File: src/rtl/fog_rate_decimator.sv
// fog_rate_decimator
//   Block-averages the FOG closed-loop step word and the demodulated error
//   over N = 2^k rate-sync samples and queues the averages in a small
//   first-word-fall-through FIFO that the CPU drains over valid/ready.
//   A block that finds the FIFO full is dropped and flagged in o_ovf.
//
// Ports
//   i_clk, i_rst       clock, asynchronous active-high reset
//   i_sample_sync      one-cycle pulse per loop rate period
//   i_step, i_err      signed samples, taken when i_sample_sync=1
//   i_dec_sel          decimation exponent k = min(i_dec_sel[3:0], MAX_K)
//   i_clr              synchronous clear, outranks everything in its cycle
//   i_ready            consumer accepts the FIFO head
//   o_valid            FIFO not empty, head on o_rate / o_err_avg
//   o_rate, o_err_avg  block averages at the FIFO head (held when empty)
//   o_level            FIFO occupancy
//   o_ovf              sticky: a block was dropped
module fog_rate_decimator #(
  parameter int DATA_W     = 32,
  parameter int ACC_W      = 48,
  parameter int MAX_K      = 10,
  parameter int FIFO_DEPTH = 4
) (
  input  logic                        i_clk,
  input  logic                        i_rst,
  input  logic                        i_sample_sync,
  input  logic signed [DATA_W-1:0]    i_step,
  input  logic signed [DATA_W-1:0]    i_err,
  input  logic [31:0]                 i_dec_sel,
  input  logic                        i_clr,
  input  logic                        i_ready,
  output logic                        o_valid,
  output logic signed [DATA_W-1:0]    o_rate,
  output logic signed [DATA_W-1:0]    o_err_avg,
  output logic [$clog2(FIFO_DEPTH):0] o_level,
  output logic                        o_ovf
);

  localparam int LVL_W = $clog2(FIFO_DEPTH) + 1;
  localparam int PTR_W = (FIFO_DEPTH > 1) ? $clog2(FIFO_DEPTH) : 1;
  localparam int CNT_W = (MAX_K > 0) ? MAX_K : 1;

  // Counter value of the last sample of a 2^k block.
  function automatic logic [CNT_W-1:0] blk_last_cnt(input logic [3:0] k);
    logic [CNT_W:0] one_k;
    one_k = (CNT_W+1)'(1) << k;
    return CNT_W'(one_k - (CNT_W+1)'(1));
  endfunction

  // Floor division by 2^k; the result always fits DATA_W, so truncation is exact.
  function automatic logic signed [DATA_W-1:0] avg_trunc(input logic signed [ACC_W-1:0] sum,
                                                         input logic [3:0] k);
    logic signed [ACC_W-1:0] shifted;
    shifted = sum >>> k;
    return shifted[DATA_W-1:0];
  endfunction

  logic signed [ACC_W-1:0]  acc_step_p0, acc_err_p0;
  logic signed [ACC_W-1:0]  step_ext, err_ext, sum_step, sum_err;
  logic [CNT_W-1:0]         cnt_p0;
  logic [3:0]               k_lat_p0, k_sel, k_eff;
  logic                     block_last;
  logic signed [DATA_W-1:0] res_step_p1, res_err_p1;
  logic                     vld_p1;
  logic                     unused_dec_sel;

  assign unused_dec_sel = ^i_dec_sel[31:4];

  assign k_sel      = (i_dec_sel[3:0] > 4'(MAX_K)) ? 4'(MAX_K) : i_dec_sel[3:0];
  // A new k only takes effect at the first sample of a block.
  assign k_eff      = (cnt_p0 == '0) ? k_sel : k_lat_p0;
  assign step_ext   = {{(ACC_W-DATA_W){i_step[DATA_W-1]}}, i_step};
  assign err_ext    = {{(ACC_W-DATA_W){i_err[DATA_W-1]}}, i_err};
  assign sum_step   = acc_step_p0 + step_ext;
  assign sum_err    = acc_err_p0 + err_ext;
  assign block_last = i_sample_sync && (cnt_p0 == blk_last_cnt(k_eff));

  // ---- stage p0: accumulate samples, detect block end ----
  always_ff @(posedge i_clk or posedge i_rst) begin
    if (i_rst) begin
      acc_step_p0 <= '0;
      acc_err_p0  <= '0;
      cnt_p0      <= '0;
      k_lat_p0    <= '0;
      vld_p1      <= 1'b0;
    end else if (i_clr) begin
      acc_step_p0 <= '0;
      acc_err_p0  <= '0;
      cnt_p0      <= '0;
      k_lat_p0    <= '0;
      vld_p1      <= 1'b0;
    end else begin
      vld_p1 <= block_last;
      if (i_sample_sync) begin
        if (cnt_p0 == '0) k_lat_p0 <= k_sel;
        if (block_last) begin
          acc_step_p0 <= '0;
          acc_err_p0  <= '0;
          cnt_p0      <= '0;
        end else begin
          acc_step_p0 <= sum_step;
          acc_err_p0  <= sum_err;
          cnt_p0      <= cnt_p0 + CNT_W'(1);
        end
      end
    end
  end

  // ---- stage p1: block averages waiting to be pushed ----
  always_ff @(posedge i_clk) begin
    if (block_last) begin
      res_step_p1 <= avg_trunc(sum_step, k_eff);
      res_err_p1  <= avg_trunc(sum_err, k_eff);
    end
  end

  logic [2*DATA_W-1:0] mem [FIFO_DEPTH];
  logic [PTR_W-1:0]    wr_ptr, rd_ptr, rd_next;
  logic [LVL_W-1:0]    lvl_after_pop;
  logic                pop, full, push_ok;

  assign o_valid       = (o_level != '0);
  assign pop           = o_valid & i_ready;
  assign full          = (o_level == LVL_W'(FIFO_DEPTH));
  // A pop in the same cycle frees the slot a full FIFO needs.
  assign push_ok       = vld_p1 & (~full | pop);
  assign rd_next       = rd_ptr + PTR_W'(pop);
  assign lvl_after_pop = o_level - LVL_W'(pop);

  // ---- stage p2: FIFO storage and registered head ----
  always_ff @(posedge i_clk) begin
    if (push_ok) mem[wr_ptr] <= {res_step_p1, res_err_p1};
  end

  always_ff @(posedge i_clk or posedge i_rst) begin
    if (i_rst) begin
      wr_ptr    <= '0;
      rd_ptr    <= '0;
      o_level   <= '0;
      o_ovf     <= 1'b0;
      o_rate    <= '0;
      o_err_avg <= '0;
    end else if (i_clr) begin
      wr_ptr    <= '0;
      rd_ptr    <= '0;
      o_level   <= '0;
      o_ovf     <= 1'b0;
      o_rate    <= '0;
      o_err_avg <= '0;
    end else begin
      if (push_ok) wr_ptr <= wr_ptr + PTR_W'(1);
      if (pop) rd_ptr <= rd_next;
      o_level <= o_level + LVL_W'(push_ok) - LVL_W'(pop);
      if (vld_p1 && !push_ok) o_ovf <= 1'b1;
      // Head comes from storage if entries remain after the pop, otherwise
      // the incoming push becomes the head directly; with neither, it holds.
      if (lvl_after_pop != '0) begin
        {o_rate, o_err_avg} <= mem[rd_next];
      end else if (push_ok) begin
        o_rate    <= res_step_p1;
        o_err_avg <= res_err_p1;
      end
    end
  end

endmodule

File: config.mk
export PLATFORM = sky130hd
export DESIGN_NAME = fog_rate_decimator
export DESIGN_NICKNAME = d
export VERILOG_FILES = /design/src/rtl/fog_rate_decimator.sv
export SDC_FILE = /design/constraint.sdc
export NUM_CORES = 1
export LEC_CHECK = 0
export ABC_CLOCK_PERIOD_IN_PS = 9000
export CAP_MARGIN = 25
export CORE_MARGIN = 4
export CORE_UTILIZATION = 40
export DETAILED_ROUTE_END_ITERATION = 10
export GPL_TIMING_DRIVEN = 0
export SETUP_SLACK_MARGIN = 0.02
export SYNTH_ARGS = -nofsm -noshare
export SYNTH_HDL_FRONTEND = slang
export SYNTH_SLANG_ARGS = --single-unit
export TNS_END_PERCENT = 100
File: constraint.sdc
create_clock -name i_clk -period 9 [get_ports i_clk]
set_input_delay 2.7 -clock i_clk [delete_from_list [all_inputs] [get_ports i_clk]]
set_output_delay 2.7 -clock i_clk [all_outputs]
set_load 0.02 [all_outputs]
# Word-level counts from Yosys, hierarchy flattened
# Memories as Yosys holds them, arrays and structs flattened.
# Cells that the tools add are included.
# W data, S select, Z words.
classes:
  add_sub_neg: 9
  mul: 0
  div_mod_pow: 0
  order_cmp: 1
  eq_ne: 2
  shifts: 3
  mux: 29
  n_bitwise: 4
  reduce_logical: 11
op_table:
  columns: ["cell", "count"]
  rows:
  - ["$mux W48", 6]
  - ["$mux W32", 6]
  - ["$add A48 B32 Y48", 2]
  - ["$sshr A48 B4 Y32", 2]
  - ["$mux W10", 3]
  - ["$mux W4", 4]
  - ["$add A10 B1 Y10 const B", 1]
  - ["$eq A10 B10 Y1", 1]
  - ["$logic_not A10 Y1", 1]
  - ["$shl A1 B4 Y10 const A", 1]
  - ["$sub A10 B1 Y10 const B", 1]
  - ["$reduce_bool A3 Y1", 3]
  - ["$mux W2", 4]
  - ["$reduce_bool A2 Y1", 4]
  - ["$sub A3 B1 Y3", 2]
  - ["$mux W1", 5]
  - ["$gt A4 B4 Y1 const B", 1]
  - ["$add A3 B1 Y3", 1]
  - ["$eq A3 B3 Y1 const B", 1]
  - ["$mux W3", 1]
  - ["$add A2 B1 Y2", 1]
  - ["$add A2 B1 Y2 const B", 1]
  - ["$and A1 B1 Y1", 2]
  - ["$logic_and A1 B1 Y1", 2]
  - ["other kinds (3)", 3]
totals:
  ff_bits: 247
  latch_bits: 0
  mem_bits_rw: 256
  mem_bits_ro: 0
  inputBits: 101
  out_inout_bits: 69
  word_cells: 73
  memories: 1
memory_table:
  columns: ["memory", "words", "word_bits", "read_ports", "rd_clocked_by_memory_dff", "wr", "line", "text"]
  rows:
  - ["mem", 4, 64, 1, 0, 1, "117", "logic [2*DATA_W-1:0] mem [FIFO_DEPTH];"]

# Depth between registers and ports, before layout
# Gate-level depths: netlist of the first run.
depth:
  ltp_word: 10
  ltp_mapped: 21
  ltp_nobuf: 17

# Worst setup path before layout of the first run
# Ideal clock, no wire load.
synth_path:
  kind: "input to register"
  startpoint: "input i_dec_sel[2]"
  endpoint: "register res_err_p1[0] (enable)"
  arrival_ns: 6.505
  slack_ns: 2.065
  stages: 12
  path_buffers: 1
  path_cell_list: "o21ai_0 > nand2_1 > o21a_1 > buf_2 > nor2_1 > nand2_1 > ha_1 > xnor2_1 > xnor2_1 > or3_1 > a2111oi_2 > and3_1"
synth_between:
  elab_chain_cells: 7
synth_lines:
  columns: ["element", "line", "text"]
  rows:
  - ["from (decl)", "29", "input logic [31:0] i_dec_sel,"]
  - ["$gt A4 B4 Y1", "69", "assign k_sel = (i_dec_sel[3:0] > 4'(MAX_K)) ? 4'(MAX_K) : i_dec_sel[3:0];"]
  - ["$mux W4 (*)", "69", null]
  - ["$mux W4 (*)", null, null]
  - ["$shl A1 B4 Y10 (*)", "46", "one_k = (CNT_W+1)'(1) << k;"]
  - ["$sub A10 B1 Y10 (*)", "47", "return CNT_W'(one_k - (CNT_W+1)'(1));"]
  - ["$eq A10 B10 Y1 (*)", "76", "assign block_last = i_sample_sync && (cnt_p0 == blk_last_cnt(k_eff));"]
  - ["$logic_and A1 B1 Y1 (*)", "76", null]
  - ["net block_last", "62", "logic block_last;"]
  - ["to (signal assigned)", "113", "res_err_p1 <= avg_trunc(sum_err, k_eff);"]
  - ["to (decl)", "63", "logic signed [DATA_W-1:0] res_step_p1, res_err_p1;"]
# The timed path passes the listed nets; every way through them passes the cells marked *.
# A chain may end at the register's enable or synchronous reset.

# Final worst setup path of the first run
layout_path:
  startpoint: "input i_step[31]"
  endpoint: "register res_step_p1[31] (data pin)"
layout_between:
  elab_chain_cells: 2
layout_lines:
  columns: ["element", "line", "text"]
  rows:
  - ["from (decl)", "27", "input logic signed [DATA_W-1:0] i_step,"]
  - ["$add A48 B32 Y48", "74", "assign sum_step = acc_step_p0 + step_ext;"]
  - ["$sshr A48 B4 Y32", "54", "shifted = sum >>> k;"]
  - ["to (signal assigned)", "112", "res_step_p1 <= avg_trunc(sum_step, k_eff);"]
  - ["to (decl)", "63", null]
# No other way between the ends.

==> flow_summary_export.csv, run 1 <==
group,metric,value,unit
finish,nets,3016,
worst_setup_path,crit_path_start_kind,"input port",
global_routing,grt.total_usage,24.1,%
synth,yosys_warnings,0,
synth,netlist_area,29200,sq um
finish,final_util,47.3,%
placed_design,hpwl,72100,um
timing,hold_viol_final,0,
global_routing,antenna_found_initial,0,
synth,synth_top_cell_area_share,32.9,%
timing,min_period_over_period,82.6,%
floorplan,start_util,40.6,%
timing,slew_headroom,27.4,%
global_routing,overflow,0,
clocking,clk_pin_slew,60,ps
timing,clock_skew,25.0,ps
worst_setup_path,timing.rr.end,"acc_step_p0[41]$_DFFE_PP0P_",
synth,synth_cells,2603,
floorplan,rows,98,
finish,final_area,34000,sq um
synth,yosysMostFrequentCell,"edfxtp_1",
synth,ys_types,92,
power_and_ir_drop,comb_power_share,42.7,%
clocking,insertion_delay,630,ps
clocking,htreeDepth,2,
outcome,outcome,"finished clean",
power_and_ir_drop,powerDensity,270,nW/um^2
synth,synth_area_leaders,"edfxtp_1 (33%), dfrtp_1 (15%), mux2i_1 (7.0%)",
synth,synth_area_leader_cell,"edfxtp_1",
clocking,cts.repair.resized,0,
clocking,root_buffer,"clkbuf_16",
global_routing,grt_pass1_vias,23200,
synth,synthTopCellsByCount,"edfxtp_1 (320), nor2_1 (206), mux2i_1 (203)",
worst_setup_path,cp_max_fo,17,
clocking,cts.sink_count,501,
worst_setup_path,crit_path_end_kind,"flip-flop",
global_routing,grt_max_degree,96,
placed_design,place_area,32100,sq um
detailed_routing,viasPerCell,6.11,
synth,synth.avg_cell_area,11.2,sq um
timing,hold_ws,481,ps
power_and_ir_drop,swShare,39.4,%
power_and_ir_drop,switching_power,3620,uW
finish,fillers,6473,
detailed_routing,via_count,23200,
timing,setup_violations,0,
synth,ys_ff_latch,501,
floorplan,die_width,278,um
worst_setup_path,worstPathArrival,7800,ps
clocking,numCtsBuffers,54,
worst_setup_path,worstPathRequired,9370,ps
power_and_ir_drop,p_int,5570,uW
clocking,cts_max_path_buffers,3,
timing,layout_min_cycle_time,7440,ps
finish,diodes,0,
timing,max_freq,0.134,GHz
timing,final_max_slew_viol_count,0,
power_and_ir_drop,power,9190,uW
power_and_ir_drop,clkPwrFrac,26.5,%
finish,drive_above_1_share,9.07,%
worst_setup_path,critPathKind,"input port to flip-flop",
synth,yosys_most_used_dff,"edfxtp_1",
finish,area_delta_synth_final,16.5,%
power_and_ir_drop,max-vdd-ir-drop,0.252,mV
detailed_routing,first_pass_iters,6,
floorplan,dieArea,77400,sq um
worst_setup_path,r2r_cells,20,
synth,synthArstFlopShare,36.1,%
clocking,tritoncts,"yes",
detailed_routing,drt_iter0_markers,2352,
placed_design,gp_congestion,0.989,
timing,rsz0062_at_grt,"false",
hold_path,hold_path.class,"flip-flop to flip-flop",
worst_setup_path,cp-endpoint,"res_step_p1[31]$_DFFE_PP_",
global_routing,grt_pass1_wl,145000,um
detailed_routing,wl_per_cell,25.3,um
detailed_routing,antenna_left,0,
floorplan,coreArea,72000,sq um
power_and_ir_drop,sequentialPowerShare,30.8,%
worst_setup_path,regToRegSetupSlack,3410,ps
worst_setup_path,reg2reg_from,"cnt_p0[0]$_DFFE_PP0P_",
clocking,post-cts-setup-buffers,0,
timing,worst_slew_pin_slew,1070,ps
synth,yosysSeqAreaShare,48.4,%
synth,synth_edf_count,320,
floorplan,io_pins,170,
worst_setup_path,cp-startpoint,"i_step[31]",
synth,synth_nets,2809,
detailed_routing,drc_errors,0,
clocking,cts_hold_buf,0,
power_and_ir_drop,leakage,0.0131,uW
detailed_routing,routed_wl,96300,um
floorplan,die_h,278,um
flow_run,cap_violations,0,
placed_design,io_buffers,139,
==> power by group through the flow <==
stage	combinational, uW	sequential [uW]	clock (uW)
4_1_cts	3890	2830	2480
3_5_place_dp	3870	2880	0
2_1_floorplan	2370	2950	0
3_3_place_gp	3830	2870	0
5_1_grt	4220	2850	2590
6_report	3930	2830	2430
==> placed cells by master, fill, tap and decap left out, types with 82 or more instances in the layout <==
| cell | synthesis | routed |
|---|---|---|
| o21ai_0 | 82 | 82 |
| ha_1 | 102 | 102 |
| a21oi_1 | 168 | 168 |
| dfrtp_1 | 181 | 181 |
| clkbuf_1 | 116 | 124 |
| edfxtp_1 | 320 | 320 |
| a211oi_1 | 127 | 127 |
| nand2_1 | 197 | 197 |
| mux2i_1 | 203 | 203 |
| clkdlybuf4s50_1 | 0 | 139 |
| nor2_1 | 206 | 202 |
==> how the worst min path moves through the flow <==
stage	cells after the start	slack, ps	start	endpoint
after floorplan	2	450	acc_err_p0[10]$_DFFE_PP0P_	acc_err_p0[10]$_DFFE_PP0P_
after global placement	2	470	acc_err_p0[25]$_DFFE_PP0P_	acc_err_p0[25]$_DFFE_PP0P_
after detailed placement	2	470	acc_err_p0[31]$_DFFE_PP0P_	acc_err_p0[31]$_DFFE_PP0P_
after CTS	2	490	acc_err_p0[31]$_DFFE_PP0P_	acc_err_p0[31]$_DFFE_PP0P_
after global routing	2	510	acc_err_p0[31]$_DFFE_PP0P_	acc_err_p0[31]$_DFFE_PP0P_
final	2	480	acc_err_p0[31]$_DFFE_PP0P_	acc_err_p0[31]$_DFFE_PP0P_
==> routing by layer <==
layer / part of all wire, % / routed length, um / GRT usage [%]
met1: 44 / 42100 / 33.0
met2: 47 / 45100 / 39.6
met3: 5.7 / 5460 / 3.26
met4: 3.8 / 3670 / 8.55
met5: 0 / 0 / 0
==> cells by family after synthesis <==
| family | Yosys count | share of synthesized area, % |
|---|---|---|
| DFF | 501 | 48.4 |
| muxes | 282 | 12.5 |
| buffers and inverters | 213 | 2.99 |
| AOI/OAI and AO/OA | 752 | 18.2 |
| adders and majority gates | 105 | 4.57 |
| and+or+nand+nor | 656 | 10.6 |
| xor gates and xnor gates | 94 | 2.82 |
==> worst max-delay path: stages <==
cell and delay, ps:
clkdlybuf4s50_1 870, ha_1 540, clkbuf_1 350, nand4_1 370
nor4_1 760, nand3_1 160, a211oi_1 270, a211oi_1 180
xnor2_1 530, and2_1 230, a21oi_1 60, a221o_1 380
a2111oi_0 390
==> state kept, by name, summed over array words and instances (netlist names) <==
signal and flops:
o_err_avg 32, vld_p1 1, o_level 3, k_lat_p0 4, acc_step_p0 47, cnt_p0 10
acc_err_p0 47, mem 256, o_ovf 1, o_rate 32, wr_ptr 2, rd_ptr 2
res_err_p1 32, res_step_p1 32
==> final cells by class <==
type / count / area, sq um / area share, %
flip-flops and latches: 501 / 14100 / 41.5
well taps: 950 / 1190 / 3.49
multi-input cells: 1889 / 14200 / 41.8
clock inverters: 35 / 512 / 1.50
repair buffers: 151 / 1630 / 4.80
plain buffers: 170 / 712 / 2.09
clock buffers: 66 / 1450 / 4.25
inverters: 43 / 169 / 0.496
==> stage by stage <==
step	worst slack, ps	instances	TNS, ps
2_1_floorplan	1380	2603	0
3_3_place_gp	-2150	3692	-563340
3_5_place_dp	1010	3703	0
4_1_cts	1620	3804	0
5_1_grt	1250	3805	0
6_report	1560	3805	0
Note: power is estimated with default switching activity, not from simulation.
==> run 2: changes to the inputs <==
- ABC_CLOCK_PERIOD_IN_PS: 9000 -> 7100
- clock period: 9 -> 7.1 ns (I/O delays scaled with it)
==> run 2 against run 1 <==
Effect of this change: clock-buffer cell count unchanged; combinational power increased by 27%; die area stayed put; first-iteration DRC count fell by 3.1%; setup slack got worse by 1200 ps; routed wire length grew 0.14%; core utilization barely moved; critical path type unchanged; largest cell class unchanged; final area about the same; total power increased by 27%; final cell count did not move; critical path depth is the same; worst hold slack worse by 0.92 ps.
==> flow_summary_export.csv, run 2 (synthesized netlist as in run 1, its figures left out) <==
group,metric,value,unit
outcome,outcome,"finished clean",
finish,regMostFlops,"mem",
power_and_ir_drop,powerDensity,342,nW/um^2
detailed_routing,antenna_left,0,
floorplan,die_h,278,um
power_and_ir_drop,comb_power_share,42.8,%
timing,layout_min_cycle_time,6780,ps
worst_setup_path,crit_path_end_kind,"flip-flop",
global_routing,grt_pass1_vias,23200,
finish,diodes,0,
detailed_routing,routed_wl,96500,um
finish,final_util,47.3,%
floorplan,dieArea,77400,sq um
finish,final_cells,3805,
worst_setup_path,worstPathRequired,7550,ps
clocking,cts.repair.resized,0,
global_routing,antenna_found_initial,0,
power_and_ir_drop,max-vdd-ir-drop,0.321,mV
floorplan,coreArea,72000,sq um
clocking,numCtsBuffers,54,
clocking,insertion_delay,630,ps
clocking,cts_hold_buf,0,
finish,nets,3016,
placed_design,gp_congestion,0.989,
timing,worst_slew_pin_slew,1110,ps
finish,largestRegisters,"mem: 256 flops, acc_err_p0: 47 flops, acc_step_p0: 47 flops",
floorplan,rows,98,
worst_setup_path,worstPathArrival,7230,ps
detailed_routing,drt_iter0_markers,2279,
timing,final_max_slew_viol_count,0,
finish,fillers,6473,
global_routing,grt_pass1_wl,145000,um
placed_design,hpwl,72100,um
clocking,post-cts-setup-buffers,0,
detailed_routing,wl_per_cell,25.4,um
timing,max_freq,0.148,GHz
timing,rsz0062_at_grt,"false",
flow_run,cap_violations,0,
worst_setup_path,cp_max_fo,16,
finish,final_area,34100,sq um
clocking,tritoncts,"yes",
clocking,clk_pin_slew,60,ps
power_and_ir_drop,clkPwrFrac,26.5,%
power_and_ir_drop,p_int,7070,uW
timing,setup_violations,0,
clocking,cts_max_path_buffers,3,
floorplan,die_width,278,um
finish,layout_commonest_cell,"edfxtp_1",
power_and_ir_drop,sequentialPowerShare,30.8,%
global_routing,grt.total_usage,24.1,%
detailed_routing,first_pass_iters,5,
floorplan,io_pins,170,
placed_design,place_area,32100,sq um
timing,hold_viol_final,0,
power_and_ir_drop,power,11700,uW
finish,final_cell_mix,"edfxtp_1 (320), mux2i_1 (203), nor2_1 (202)",
global_routing,grt_max_degree,96,
power_and_ir_drop,switching_power,4590,uW
placed_design,io_buffers,139,
clocking,root_buffer,"clkbuf_16",
global_routing,overflow,0,
finish,area_delta_synth_final,16.6,%
detailed_routing,viasPerCell,6.10,
worst_setup_path,crit_path_start_kind,"input port",
timing,slew_headroom,24.9,%
finish,largest_reg_flops,256,
power_and_ir_drop,leakage,0.0131,uW
finish,drive_above_1_share,9.14,%
timing,min_period_over_period,95.5,%
timing,fin_setup_tns,0,ps
placed_design,dp.cells,3703,
clocking,cts.sink_count,501,
floorplan,start_util,40.6,%
detailed_routing,drc_errors,0,
detailed_routing,via_count,23200,
hold_path,hold_path.class,"flip-flop to flip-flop",
worst_setup_path,critPathKind,"input port to flip-flop",
power_and_ir_drop,swShare,39.4,%
timing,clock_skew,23.0,ps
clocking,htreeDepth,2,
run 2: cell types whose count changed in the layout (fill, tap and decap cells not counted):
cell / change
a311oi_1: -1
nor4_2: +1
nor4_1: -1
a311oi_2: +1
run 2: power groups by stage:
stage	clock network, uW	registers [uW]	logic, uW
2_1_floorplan	0	3750	3010
3_3_place_gp	0	3640	4860
3_5_place_dp	0	3640	4910
4_1_cts	3150	3590	4930
5_1_grt	3280	3610	5350
6_report	3080	3590	4980
run 2: layout make-up:
cell class | instances | area (sq um) | share of cell area, %
Timing Repair Buffer | 151 | 1630 | 4.80
Tap cell | 950 | 1190 | 3.49
Buffer | 170 | 712 | 2.09
Multi-Input combinational cell | 1889 | 14300 | 41.9
Inverter | 43 | 169 | 0.496
Sequential cell | 501 | 14100 | 41.5
Clock inverter | 35 | 512 | 1.50
Clock buffer | 66 | 1450 | 4.25
run 2: per-layer routing:
layer | up-vias | global-route usage, % | wire (um)
met1 | 11600 | 33.0 | 42100
met4 | 0 | 8.55 | 3620
met2 | 859 | 39.6 | 45200
li1 | 10500 | - | -
met3 | 203 | 3.26 | 5470
met5 | - | 0 | 0
run 2: final timing paths:
path,slack (ps),cells after the start,from,end
max,320,13,i_err[31],res_err_p1[31]$_DFFE_PP_
max reg2reg,1510,20,cnt_p0[0]$_DFFE_PP0P_,acc_step_p0[41]$_DFFE_PP0P_
max in group asynchronous,4080,3,i_rst,acc_step_p0[43]$_DFFE_PP0P_
min in group asynchronous,2010,2,i_rst,cnt_p0[6]$_DFFE_PP0P_
min,480,2,acc_err_p0[31]$_DFFE_PP0P_,acc_err_p0[31]$_DFFE_PP0P_
min reg2reg,480,2,acc_err_p0[31]$_DFFE_PP0P_,acc_err_p0[31]$_DFFE_PP0P_
run 2: worst max-delay path, stage by stage:
cell	delay, ps
clkdlybuf4s50_1	880
ha_1	580
clkbuf_1	320
a21oi_1	180
o21ai_0	820
a311oi_1	480
and3b_1	340
o2111a_1	180
a211oi_1	470
mux2i_1	230
mux2i_1	290
nor2_1	70
nor3b_1	240
run 2: stage by stage:
stage / setup slack, ps / hold WS, ps
finish: 321 / 480
global placement: -3480 / 467
detailed placement: -323 / 474
CTS: 286 / 487
global route: 203 / 510
floorplan: 54.7 / 453
